===== src/rtl/bram_arbiter_pkg.sv =====
// Shared constants, types and helpers for the N:1 BRAM arbiter.
package bram_arb_pkg;

    localparam int ARB_RR    = 0;
    localparam int ARB_FIXED = 1;

    // Widest requester index the read pipeline has to carry (N_PORTS <= 16).
    localparam int IDX_W_MAX = 4;

    function automatic int clog2(input int value);
        int result;
        result = 0;
        for (int v = value - 1; v > 0; v = v >> 1) begin
            result++;
        end
        return result;
    endfunction

    typedef struct packed {
        logic                 valid;
        logic [IDX_W_MAX-1:0] idx;
    } rd_entry_t;

endpackage


===== src/rtl/bram_arbiter_rr_arbiter.sv =====
// Combinational winner selection: rotating-priority or lowest-index-first,
// restricted to the ports allowed by lock_mask.
module rr_arbiter
    import bram_arb_pkg::*;
#(
    parameter int N_PORTS = 4,
    parameter int IDX_W   = clog2(N_PORTS)
) (
    input  logic [N_PORTS-1:0] req,
    input  logic [IDX_W-1:0]   ptr,
    input  logic               fixed_mode,
    input  logic [N_PORTS-1:0] lock_mask,
    output logic [N_PORTS-1:0] gnt,
    output logic [IDX_W-1:0]   gnt_idx
);

    logic [N_PORTS-1:0] eligible;
    logic [IDX_W-1:0]   start;

    assign eligible = req & lock_mask;
    assign start    = fixed_mode ? '0 : ptr;

    // Walk every port once from start; the wrap is an explicit compare so
    // non-power-of-two port counts work.
    always_comb begin
        logic [IDX_W-1:0] pos;
        logic             found;
        pos     = start;
        found   = 1'b0;
        gnt     = '0;
        gnt_idx = '0;
        for (int k = 0; k < N_PORTS; k++) begin
            if (!found && eligible[pos]) begin
                found   = 1'b1;
                gnt_idx = pos;
            end
            pos = (pos == IDX_W'(N_PORTS - 1)) ? '0 : pos + 1'b1;
        end
        if (found) begin
            gnt[gnt_idx] = 1'b1;
        end
    end

endmodule


===== src/rtl/bram_arbiter.sv =====
// N-port to 1-port BRAM arbiter with same-cycle grant, bounded burst lock and
// per-requester read-data return tracked through the BRAM read latency.
module bram_arbiter
    import bram_arb_pkg::*;
#(
    parameter int ADDR_WIDTH = 32,
    parameter int DATA_WIDTH = 32,
    parameter int WEN_WIDTH  = (DATA_WIDTH + 7) / 8,
    parameter int N_PORTS    = 4,
    parameter int RD_LATENCY = 1,
    parameter int ARB_MODE   = ARB_RR,
    parameter int MAX_LOCK   = 16
) (
    input  logic                            Clk,
    input  logic                            Rst,
    input  logic [N_PORTS*ADDR_WIDTH-1:0]   P_Addr,
    input  logic [N_PORTS-1:0]              P_EN,
    input  logic [N_PORTS*DATA_WIDTH-1:0]   P_Din,
    input  logic [N_PORTS*WEN_WIDTH-1:0]    P_WEN,
    input  logic [N_PORTS-1:0]              P_Lock,
    output logic [N_PORTS-1:0]              P_Gnt,
    output logic [N_PORTS*DATA_WIDTH-1:0]   P_Dout,
    output logic [N_PORTS-1:0]              P_Dout_Valid,
    output logic [ADDR_WIDTH-1:0]           O_Addr,
    output logic                            O_EN,
    output logic [DATA_WIDTH-1:0]           O_Din,
    input  logic [DATA_WIDTH-1:0]           O_Dout,
    output logic [WEN_WIDTH-1:0]            O_WEN,
    output logic                            O_Clk,
    output logic                            O_Rst
);

    localparam int IDX_W = clog2(N_PORTS);

    typedef enum logic {IDLE, LOCKED} lock_state_t;

    lock_state_t        state_reg;
    logic [IDX_W-1:0]   rr_ptr_reg;
    logic [IDX_W-1:0]   lock_idx_reg;
    logic [7:0]         lock_cnt_reg;
    rd_entry_t          rd_pipe_reg [RD_LATENCY];

    logic [N_PORTS-1:0] req;
    logic [N_PORTS-1:0] lock_mask;
    logic [N_PORTS-1:0] gnt;
    logic [IDX_W-1:0]   g;
    logic [IDX_W-1:0]   ptr_next;
    logic               any_gnt;
    logic               is_read;
    logic               lock_done;
    rd_entry_t          tail;

    // Requests are masked during reset so nothing is granted or queued.
    assign req       = Rst ? '0 : P_EN;
    assign lock_mask = (state_reg == LOCKED)
                     ? ({{(N_PORTS-1){1'b0}}, 1'b1} << lock_idx_reg) : '1;

    rr_arbiter #(
        .N_PORTS (N_PORTS),
        .IDX_W   (IDX_W)
    ) u_arb (
        .req        (req),
        .ptr        (rr_ptr_reg),
        .fixed_mode (ARB_MODE == ARB_FIXED),
        .lock_mask  (lock_mask),
        .gnt        (gnt),
        .gnt_idx    (g)
    );

    assign any_gnt   = |gnt;
    assign P_Gnt     = gnt;
    assign O_EN      = any_gnt;
    assign O_Addr    = any_gnt ? P_Addr[g*ADDR_WIDTH +: ADDR_WIDTH] : '0;
    assign O_Din     = any_gnt ? P_Din[g*DATA_WIDTH +: DATA_WIDTH] : '0;
    assign O_WEN     = any_gnt ? P_WEN[g*WEN_WIDTH +: WEN_WIDTH] : '0;
    assign is_read   = any_gnt && (O_WEN == '0);
    assign ptr_next  = (g == IDX_W'(N_PORTS - 1)) ? '0 : g + 1'b1;
    assign lock_done = ({1'b0, lock_cnt_reg} + 9'd1) >= 9'(MAX_LOCK);
    assign O_Clk     = Clk;
    assign O_Rst     = Rst;

    always_ff @(posedge Clk) begin
        if (Rst) begin
            state_reg    <= IDLE;
            rr_ptr_reg   <= '0;
            lock_idx_reg <= '0;
            lock_cnt_reg <= '0;
        end else if (any_gnt) begin
            case (state_reg)
                IDLE: begin
                    // A single-grant lock budget would release immediately.
                    if (P_Lock[g] && MAX_LOCK > 1) begin
                        state_reg    <= LOCKED;
                        lock_idx_reg <= g;
                        lock_cnt_reg <= 8'd1;
                    end else begin
                        rr_ptr_reg <= ptr_next;
                    end
                end
                LOCKED: begin
                    if (!P_Lock[g]) begin
                        state_reg  <= IDLE;
                        rr_ptr_reg <= ptr_next;
                    end else begin
                        lock_cnt_reg <= lock_cnt_reg + 8'd1;
                        if (lock_done) begin
                            state_reg  <= IDLE;
                            rr_ptr_reg <= ptr_next;
                        end
                    end
                end
                default: state_reg <= IDLE;
            endcase
        end
    end

    always_ff @(posedge Clk) begin
        if (Rst) begin
            for (int i = 0; i < RD_LATENCY; i++) begin
                rd_pipe_reg[i] <= '0;
            end
        end else begin
            rd_pipe_reg[0] <= '{valid: is_read, idx: IDX_W_MAX'(g)};
            for (int i = 1; i < RD_LATENCY; i++) begin
                rd_pipe_reg[i] <= rd_pipe_reg[i-1];
            end
        end
    end

    assign tail = rd_pipe_reg[RD_LATENCY-1];

    for (genvar gi = 0; gi < N_PORTS; gi++) begin : g_ret
        assign P_Dout_Valid[gi] = !Rst && tail.valid && (tail.idx == IDX_W_MAX'(gi));
        assign P_Dout[gi*DATA_WIDTH +: DATA_WIDTH] = P_Dout_Valid[gi] ? O_Dout : '0;
    end

endmodule


===== config.mk =====
export PLATFORM = sky130hd
export DESIGN_NAME = bram_arbiter
export DESIGN_NICKNAME = d
export VERILOG_FILES = /design/src/rtl/bram_arbiter_pkg.sv /design/src/rtl/bram_arbiter_rr_arbiter.sv /design/src/rtl/bram_arbiter.sv
export SDC_FILE = /design/constraint.sdc
export NUM_CORES = 1
export LEC_CHECK = 0
export CAP_MARGIN = 10
export CORE_AREA = 2 2 200 202
export CTS_CLUSTER_DIAMETER = 30
export DETAILED_ROUTE_END_ITERATION = 10
export DIE_AREA = 0 0 202 204
export SETUP_SLACK_MARGIN = 0.15
export SYNTH_ARGS = -nofsm -noshare
export SYNTH_HDL_FRONTEND = slang
export SYNTH_HIERARCHICAL = 1
export SYNTH_SLANG_ARGS = --single-unit

===== constraint.sdc =====
create_clock -name Clk -period 5 [get_ports Clk]
set_clock_uncertainty 0.1 [all_clocks]
set_input_delay 1 -clock Clk [delete_from_list [all_inputs] [get_ports Clk]]
set_output_delay 1 -clock Clk [all_outputs]
set_load 0.02 [all_outputs]

* After elaboration in Yosys (flattened, before gate mapping)
Memory sizes are Yosys's and may differ from the RTL's.
Cells that the tools add are included.
** Word-level totals
- Bits in latches :: 0
- Input bits :: 314
- Logic and storage cells :: 106
- Memories kept :: 1
- RAM bits :: 3
- Flip-flop bits (word level) :: 13
- ROM bits :: 0
** Memory list
- rd_pipe_reg :: words 1, bits a word 3, read ports 1, clocked after memory_dff 0, write ports 1, RTL line bram_arbiter.sv:41 : rd_entry_t rd_pipe_reg [RD_LATENCY];
** Operators by class
- $add $sub $neg :: 6
- Div/mod/pow operators :: 0
- Shift operators :: 4
- Bitwise operators :: 2
- Multiply operators :: 0
- Order comparisons :: 7
- Eq/ne operators :: 11
- Reductions and logical operators :: 21
- Muxes and demuxes :: 50
** Operator list (count)
- 128-bit by 8-bit indexed part select with 32-bit output :: 2
- 32-bit two-way mux :: 6
- 2-bit two-way mux :: 11
- 1-bit two-way mux :: 17
- 4-bit two-way mux :: 4
- 8-bit two-way mux :: 2
- 8-bit one-hot mux with 2 select lines :: 1
- 16-bit by 5-bit indexed part select with 4-bit output :: 1
- 2-bit by 3-bit < comparator with 1-bit output (second input constant) :: 5
- 1-bit binary-select mux with 2-bit select :: 5
- 1-bit logical AND :: 10
- 8-bit by 1-bit adder with 9-bit output (second input constant) :: 1
- 9-bit by 5-bit greater-or-equal comparator with 1-bit output (second input constant) :: 1
- 3-bit AND reduction :: 3
- 2-bit by 1-bit adder with 2-bit output (second input constant) :: 4
- 8-bit by 1-bit adder with 8-bit output (second input constant) :: 1
- 2-bit equality test (second input constant) :: 4
- 4-bit by 2-bit equality test with 1-bit output (second input constant) :: 2
- 4-bit logical NOT :: 2
- 4-bit AND :: 1
- 4-bit by 1-bit equality test with 1-bit output (second input constant) :: 1
- 1-bit logical NOT :: 4
- 2-bit != test (second input constant) :: 2
- 2-bit one-hot mux with 2 select lines :: 1
- 10 further kinds :: 10

* Depth between registers and ports, before layout
Gate-level depths: netlist (run 1).
- Depth after elaboration :: 25
- Depth in mapped cells :: 15

* By module
Netlist (run 1), hierarchy kept.
** By module, submodules not included
- bram_arbiter :: instances 1, area an instance 3867.5 um^2, cells an instance 421
- rr_arbiter :: instances 1, area an instance 198.9 um^2, cells an instance 34

==> results of run 1 <==
critical path: stages:
cell                              delay (ns)
sky130_fd_sc_hd__clkdlybuf4s50_1        0.41
sky130_fd_sc_hd__nor2b_2                0.16
sky130_fd_sc_hd__nand2_1                0.10
sky130_fd_sc_hd__a21oi_2                0.06
sky130_fd_sc_hd__a311o_1                0.29
sky130_fd_sc_hd__a32o_4                 0.34
sky130_fd_sc_hd__buf_6                  0.13
sky130_fd_sc_hd__and2_4                 0.16
sky130_fd_sc_hd__nor4_4                 0.25
sky130_fd_sc_hd__inv_2                  0.16
sky130_fd_sc_hd__buf_4                  0.17
sky130_fd_sc_hd__buf_6                  0.13
sky130_fd_sc_hd__and2_1                 0.13
sky130_fd_sc_hd__buf_4                  0.16
layout make-up:
type                            instances  area [µm²]
Antenna cell                            1        2.50
Clock buffer                            8         174
Fill cell                            4175       28700
Inverter                                5        18.8
Multi-Input combinational cell        394        3630
Sequential cell                        16         320
Tap cell                              525         657
Timing Repair Buffer                  578        5680
how the worst min path moves through the flow:
| stage | end | slack, ns |
|---|---|---|
| after floorplan | lock_idx_reg[1] | 0.37 |
| after global placement | lock_idx_reg[1] | 0.39 |
| after detailed placement | lock_idx_reg[0] | 0.41 |
| after CTS | lock_idx_reg[0] | 0.41 |
| after global routing | lock_idx_reg[1] | 0.44 |
| final | lock_idx_reg[0] | 0.41 |
metal layers:
metal / up-vias / GRT usage / wire length (µm)
met4: 4 / 0.0488 / 845
li1: 2722 / - / -
met2: 411 / 0.229 / 14100
met3: 47 / 0.0344 / 2750
met5: - / 0 / 30
met1: 2753 / 0.139 / 9840
Yosys cell counts (2+ instances only):
cell type / number / area [µm²]
sky130_fd_sc_hd__or3_1: 3 / 18.8
sky130_fd_sc_hd__o21ai_0: 14 / 70.1
sky130_fd_sc_hd__ha_1: 2 / 25.0
sky130_fd_sc_hd__nand2_1: 18 / 67.6
sky130_fd_sc_hd__nand2b_1: 2 / 12.5
sky130_fd_sc_hd__nand3_1: 4 / 20.0
sky130_fd_sc_hd__nor2_1: 15 / 56.3
sky130_fd_sc_hd__mux4_2: 69 / 1550
sky130_fd_sc_hd__a21oi_1: 13 / 65.1
sky130_fd_sc_hd__and3_1: 2 / 12.5
sky130_fd_sc_hd__or4_1: 2 / 15.0
sky130_fd_sc_hd__nor3b_1: 2 / 15.0
sky130_fd_sc_hd__nor2b_1: 9 / 56.3
sky130_fd_sc_hd__o2111ai_1: 2 / 17.5
sky130_fd_sc_hd__and2b_1: 2 / 15.0
sky130_fd_sc_hd__a31oi_1: 5 / 31.3
sky130_fd_sc_hd__buf_2: 11 / 55.1
sky130_fd_sc_hd__buf_4: 3 / 22.5
sky130_fd_sc_hd__o211ai_1: 2 / 15.0
sky130_fd_sc_hd__inv_1: 4 / 15.0
sky130_fd_sc_hd__clkbuf_1: 27 / 101
sky130_fd_sc_hd__or2_2: 3 / 18.8
sky130_fd_sc_hd__and2_1: 198 / 1240
sky130_fd_sc_hd__nor3_1: 2 / 10.0
sky130_fd_sc_hd__dfxtp_1: 16 / 320
sky130_fd_sc_hd__a21o_1: 2 / 15.0
kinds of logic (layout without fill, tap and decap cells):
| logic type | after synthesis | count (layout) | share of synthesized area |
|---|---|---|---|
| AND/OR/NAND/NOR | 269 | 269 | 0.401 |
| buffers and inverters | 48 | 591 | 0.0523 |
| adder cells (fa/ha/maj) | 2 | 2 | 0.00615 |
| flip-flops | 16 | 16 | 0.0788 |
| other | 1 | 5 | 0.000922 |
| XOR/XNOR | 1 | 1 | 0.00215 |
| multiplexers | 71 | 71 | 0.387 |
| AO/OA/AOI/OAI | 47 | 47 | 0.0714 |
power by group through the flow:
stage / Sequential [W] / Clock [W] / Combinational, W
6_report: 0.000155 / 0.000328 / 0.00164
5_1_grt: 0.000157 / 0.000343 / 0.00175
4_1_cts: 0.000154 / 0.000335 / 0.00161
3_5_place_dp: 0.000157 / 0.0000269 / 0.00164
3_3_place_gp: 0.000156 / 0.0000269 / 0.00163
2_1_floorplan: 0.000151 / 0.0000234 / 0.000775
metrics by stage:
step / worst slack [ns] / hold slack (ns)
floorplan: 0.280 / 0.372
global placement: -0.222 / 0.386
detailed placement: -0.254 / 0.408
CTS: 0.0800 / 0.413
global route: 0.129 / 0.444
finish: 0.230 / 0.414
repair_timing:
item / 4_1_cts / 5_1_grt
gates resized for setup: 224 / 51
pin swaps: 5 / 5
hold endpoints to repair: 0 / 0
hold buffers: 0 / 0
gates cloned: 1 / 3
endpoints found under the setup margin: 68 / 69
buffers inserted: 4 / 7
==> metrics.md, run 1 <==
| Metric | Value |
|---|---|
| Weighted congestion at the end of routability-driven global placement | 0.932 |
| Share of power burned in the clock network | 0.155 |
| Dpl cell area | 10,200 µm² |
| Setup repair after global routing missed its margin | yes |
| # port buffers | 520 |
| Max Fanout on Critical Path | 11 |
| Number of slew-limit violations in the final report | 0 |
| DRC violations left | 0 |
| Crit path capture type | output pin |
| R2R Path Start | lock_idx_reg[0] |
| Post-placement cell count | 1,504 |
| Number of nets with antenna violations after detailed routing | 0 |
| Maximum vdd ir drop | 0.108 mV |
| Worst endpoint required time | 3.90 ns |
| Switching fraction of total power | 0.407 |
| Die outline area | 41,200 µm² |
| Largest net degree at the start of global routing | 47 |
| Via count of the first global-routing pass | 6,258 |
| Final-report setup violation count | 0 |
| Arrival time of data at the critical path endpoint | 3.67 ns |
| Synthesis Warnings | 6 |
| Seq/Total Area, Yosys | 0.0788 |
| Syn_area_per_cell | 8.94 µm² |
| Clock slew at reported path FFs | 0.05 ns |
| Worst hold path depth | 2 |
| Share of layout cells above drive strength 1 | 0.240 |
| Total routed wirelength | 27.5 mm |
| Setup CP Type | in -> out |
| Lkg Pwr | 3.88 nW |
| Switching Power | 0.000863 W |
| Max cap viols | 0 |
| I/O pin count | 521 |
| TNS Setup | 0 ns |
| Run status | completed |
| GRT Resource Usage Total | 0.126 |
| Total power density per cell area | 202 nW/µm² |
| Detailed placement HPWL | 23.5 mm |
| Async S/R FF share, synth | 0 |
| Overall power consumption | 0.00212 W |
| Global-route congestion overflow total | 0 |
| Post-synthesis register bit count | 16 |
| Synthesized instance count | 455 |
| Shortest period the worst path allows | 4.77 ns |
| Count of final hold-check violations | 0 |
| Placeable core area | 39,200 µm² |
| Number of cell rows | 73 |
| Post-synthesis cell type count | 49 |
| Synthesized cell area | 4070 µm² |
| Part of the total power dissipated in sequential elements | 0.073 |
| Most common cell after layout, fill and taps aside | sky130_fd_sc_hd__clkdlybuf4s50_1 |
| Worst hold path type | reg -> reg |
| Number of nets at the end of the flow | 1,318 |
| Number of antenna violations at the first check in global routing | 4 |
| Primary flip-flop cell chosen by synthesis mapping | sky130_fd_sc_hd__dfxtp_1 |
| Pre-antenna DRT Iters | 5 |
| Final std cells w/o fill | 1,527 |
| R2R setup slack | 1.40 ns |
| Mean routed wirelength per cell | 18.0 µm |
| Finished layout cell area | 10,500 µm² |
| Upper clock frequency limit | 210 MHz |
| Wire length of the first global-routing pass | 39.2 mm |
| Clock tree from TritonCTS | yes |
| Count of flip-flops with a built-in enable after synthesis | 0 |
| Share of the clock period used by the worst path | 0.954 |
| Max reg flops | 8 |
| Start point of the worst hold path | lock_idx_reg[0] |
| Critical register-to-register path endpoint | lock_cnt_reg[6] |
| Die width | 202 µm |
| Via count | 5,937 |
| Relative contribution of combinational cells to total power | 0.772 |
| Total internal power | 0.00126 W |
| Commonest cells after routing, fill and taps aside | 444 x sky130_fd_sc_hd__clkdlybuf4s50_1, 191 x sky130_fd_sc_hd__and2_1, 69 x sky130_fd_sc_hd__mux4_2 |
| Share of the core filled with cells in the final layout | 0.267 |
| Initial core utilization | 0.104 |
| Die Span Y | 204 µm |
| CP Launch Type | input pin |
| Mean number of vias per cell | 3.89 |
| Area growth syn-to-layout | 158% |
| Register-to-Register Path Depth | 18 |
| Capturing instance or port of the critical path | O_Din[11] |
| Clk_lat worst skew | 0.37 ns |
| Iter 0 DRT Violations | 309 |
| Timing startpoint of the critical path | P_EN[3] |
Power figures use the tool's default switching activity.
==> inputs of run 2 (changes only) <==
--- a/config.mk
+++ b/config.mk
@@ -10,6 +10,7 @@
 export CTS_CLUSTER_DIAMETER = 30
 export DETAILED_ROUTE_END_ITERATION = 10
 export DIE_AREA = 0 0 202 204
+export GPL_TIMING_DRIVEN = 0
 export SETUP_SLACK_MARGIN = 0.15
 export SYNTH_ARGS = -nofsm -noshare
 export SYNTH_HDL_FRONTEND = slang
==> run 2 against run 1 <==
  * Routed wire length grew 6.6%
  * Sequential share of layout area hardly changed
  * Hold slack improved by 0.0064 ns
  * Utilization is 0.28 points lower
  * Via count decreased by 1.1%
==> metrics.md, run 2 (synthesized netlist as in run 1, its figures left out) <==
| Metric | Value |
|---|---|
| Die outline area | 41,200 µm² |
| Max cap viols | 0 |
| Number of cell rows | 73 |
| Mean routed wirelength per cell | 19.1 µm |
| Part of the total power dissipated in sequential elements | 0.070 |
| Worst hold slack after final layout | 0.420 ns |
| Shortest period the worst path allows | 4.74 ns |
| Upper clock frequency limit | 211 MHz |
| Arrival time of data at the critical path endpoint | 3.64 ns |
| Crit path capture type | output pin |
| Run status | completed |
| Max reg flops | 8 |
| Clock slew at reported path FFs | 0.05 ns |
| Pin slew with the least headroom to its limit | 0.771 ns |
| Switching Power | 0.000894 W |
| Final-report setup violation count | 0 |
| Setup CP Type | in -> out |
| I/O pin count | 521 |
| Slowest cell on the critical path | sky130_fd_sc_hd__a311o_1 |
| Number of logic stages on the critical path including buffering | 15 |
| Total routed wirelength | 29.3 mm |
| Number of slew-limit violations in the final report | 0 |
| Worst hold path type | reg -> reg |
| Number of antenna violations at the first check in global routing | 3 |
| Buf/Inv on CP | 8 |
| Number of nets with antenna violations after detailed routing | 0 |
| Setup repair after global routing missed its margin | no |
| Wire length of the first global-routing pass | 41.3 mm |
| Detailed placement HPWL | 25.1 mm |
| TNS Setup | 0 ns |
| Start point of the worst hold path | lock_idx_reg[1] |
| Via count | 5,870 |
| Via count of the first global-routing pass | 6,367 |
| Share of the clock period used by the worst path | 0.948 |
| Placeable core area | 39,200 µm² |
| Worst endpoint required time | 3.90 ns |
| Max Fanout on Critical Path | 6 |
| Register-to-Register Path Depth | 19 |
| Mean number of vias per cell | 3.82 |
| Most common cell after layout, fill and taps aside | sky130_fd_sc_hd__clkdlybuf4s50_1 |
| Dpl cell area | 9940 µm² |
| R2R Path Start | state_reg |
| Share of layout cells above drive strength 1 | 0.215 |
| Die Span Y | 204 µm |
| Area growth syn-to-layout | 155% |
| Max transition margin | 0.485 |
| Worst hold path depth | 2 |
| Clk_lat worst skew | 0.36 ns |
| Total power density per cell area | 209 nW/µm² |
| Weighted congestion at the end of routability-driven global placement | 0.966 |
| Share of power burned in the clock network | 0.154 |
| Switching fraction of total power | 0.413 |
| Maximum vdd ir drop | 0.121 mV |
| Relative contribution of combinational cells to total power | 0.775 |
| Largest net degree at the start of global routing | 11 |
| Iter 0 DRT Violations | 173 |
| Commonest cells after routing, fill and taps aside | 446 x sky130_fd_sc_hd__clkdlybuf4s50_1, 194 x sky130_fd_sc_hd__and2_1, 69 x sky130_fd_sc_hd__mux4_2 |
| CP Launch Type | input pin |
| Total internal power | 0.00127 W |
| Pre-antenna DRT Iters | 4 |
| Number of nets at the end of the flow | 1,325 |
| Die width | 202 µm |
| CTS Hold Bufs | 0 |
| Lkg Pwr | 3.85 nW |
| DRC violations left | 0 |
| Series of cell instances along the critical path | buf_6 > clkbuf_16 > nor2b_4 > nand2_4 > a311o_1 > a32o_2 > buf_6 > and2_4 > nor4_4 > bufinv_8 > buf_4 > buf_8 > clkbuf_16 > and2_1 > buf_6 |
| Finished layout cell area | 10,400 µm² |
| Clock tree from TritonCTS | yes |
| Critical path's largest stage delay | 0.33 ns |
| Timing startpoint of the critical path | Rst |
| # port buffers | 520 |
| Dominant cell type by count on the critical path | sky130_fd_sc_hd__buf_6 |
| GRT Resource Usage Total | 0.136 |
| Family with the most delay on the worst path | buffers and inverters |
| Count of final hold-check violations | 0 |
| Initial core utilization | 0.104 |
| Global-route congestion overflow total | 0 |
run 2: cell types whose count changed in the layout (fill, tap and decap cells not counted), moves of 7 or more:
cell	before	now
sky130_fd_sc_hd__buf_12	10	3
sky130_fd_sc_hd__clkbuf_2	0	23
sky130_fd_sc_hd__clkdlybuf4s15_2	17	2
sky130_fd_sc_hd__clkbuf_1	0	15
sky130_fd_sc_hd__buf_6	10	19
sky130_fd_sc_hd__buf_4	46	24
sky130_fd_sc_hd__buf_2	42	33
run 2: power by group through the flow:
stage | combinational, W | sequential, W | clock, W
after floorplan | 0.000775 | 0.000151 | 0.0000234
after global placement | 0.00161 | 0.000154 | 0.0000379
after detailed placement | 0.00160 | 0.000155 | 0.0000379
after CTS | 0.00173 | 0.000152 | 0.000340
after global routing | 0.00180 | 0.000154 | 0.000347
final | 0.00168 | 0.000152 | 0.000333
run 2: final cells by class:
type | count | area, µm²
diodes | 2 | 5.00
plain buffers | 41 | 375
clock buffers | 8 | 174
fillers | 4174 | 28800
inverters | 5 | 32.5
multi-input cells | 394 | 3610
flip-flops and latches | 16 | 320
well taps | 525 | 657
repair buffers | 544 | 5190
run 2: worst paths after layout:
| check | end | slack (ns) |
|---|---|---|
| max | O_Addr[5] | 0.26 |
| min reg2reg | lock_idx_reg[1] | 0.42 |
| min | lock_idx_reg[1] | 0.42 |
| max reg2reg | lock_cnt_reg[0] | 1.25 |
run 2: stage by stage:
step	total power (W)	std cells	worst slack, ns	utilization
floorplan	0.000949	458	0.280	-
global placement	0.00180	1503	-1.96	0.254
detailed placement	0.00180	1503	-1.99	0.254
CTS	0.00222	1532	0.150	0.267
global route	0.00230	1535	0.149	0.265
finish	0.00216	1535	0.260	0.265
run 2: what timing repair did:
item                       in CTS  in global routing
setup endpoints to repair     118                 69
cloned                          2                  0
setup buffers                  20                  3
pin swaps                       5                  5
gates resized for setup       323                 54
run 2: metal layers:
metal  up-vias  share of wire  GRT usage
li1       2734              -          -
met1      2765           0.37      0.145
met2       346           0.52      0.262
met3        25          0.086     0.0349
met4         0          0.019     0.0373
met5         -              0          0
run 2: worst min-delay path: cells and delay by family (launching register included):
| family | cells | cell delay, ns |
|---|---|---|
| AO/OA/AOI/OAI | 2 | 0.15 |
| flip-flops | 1 | 0.33 |
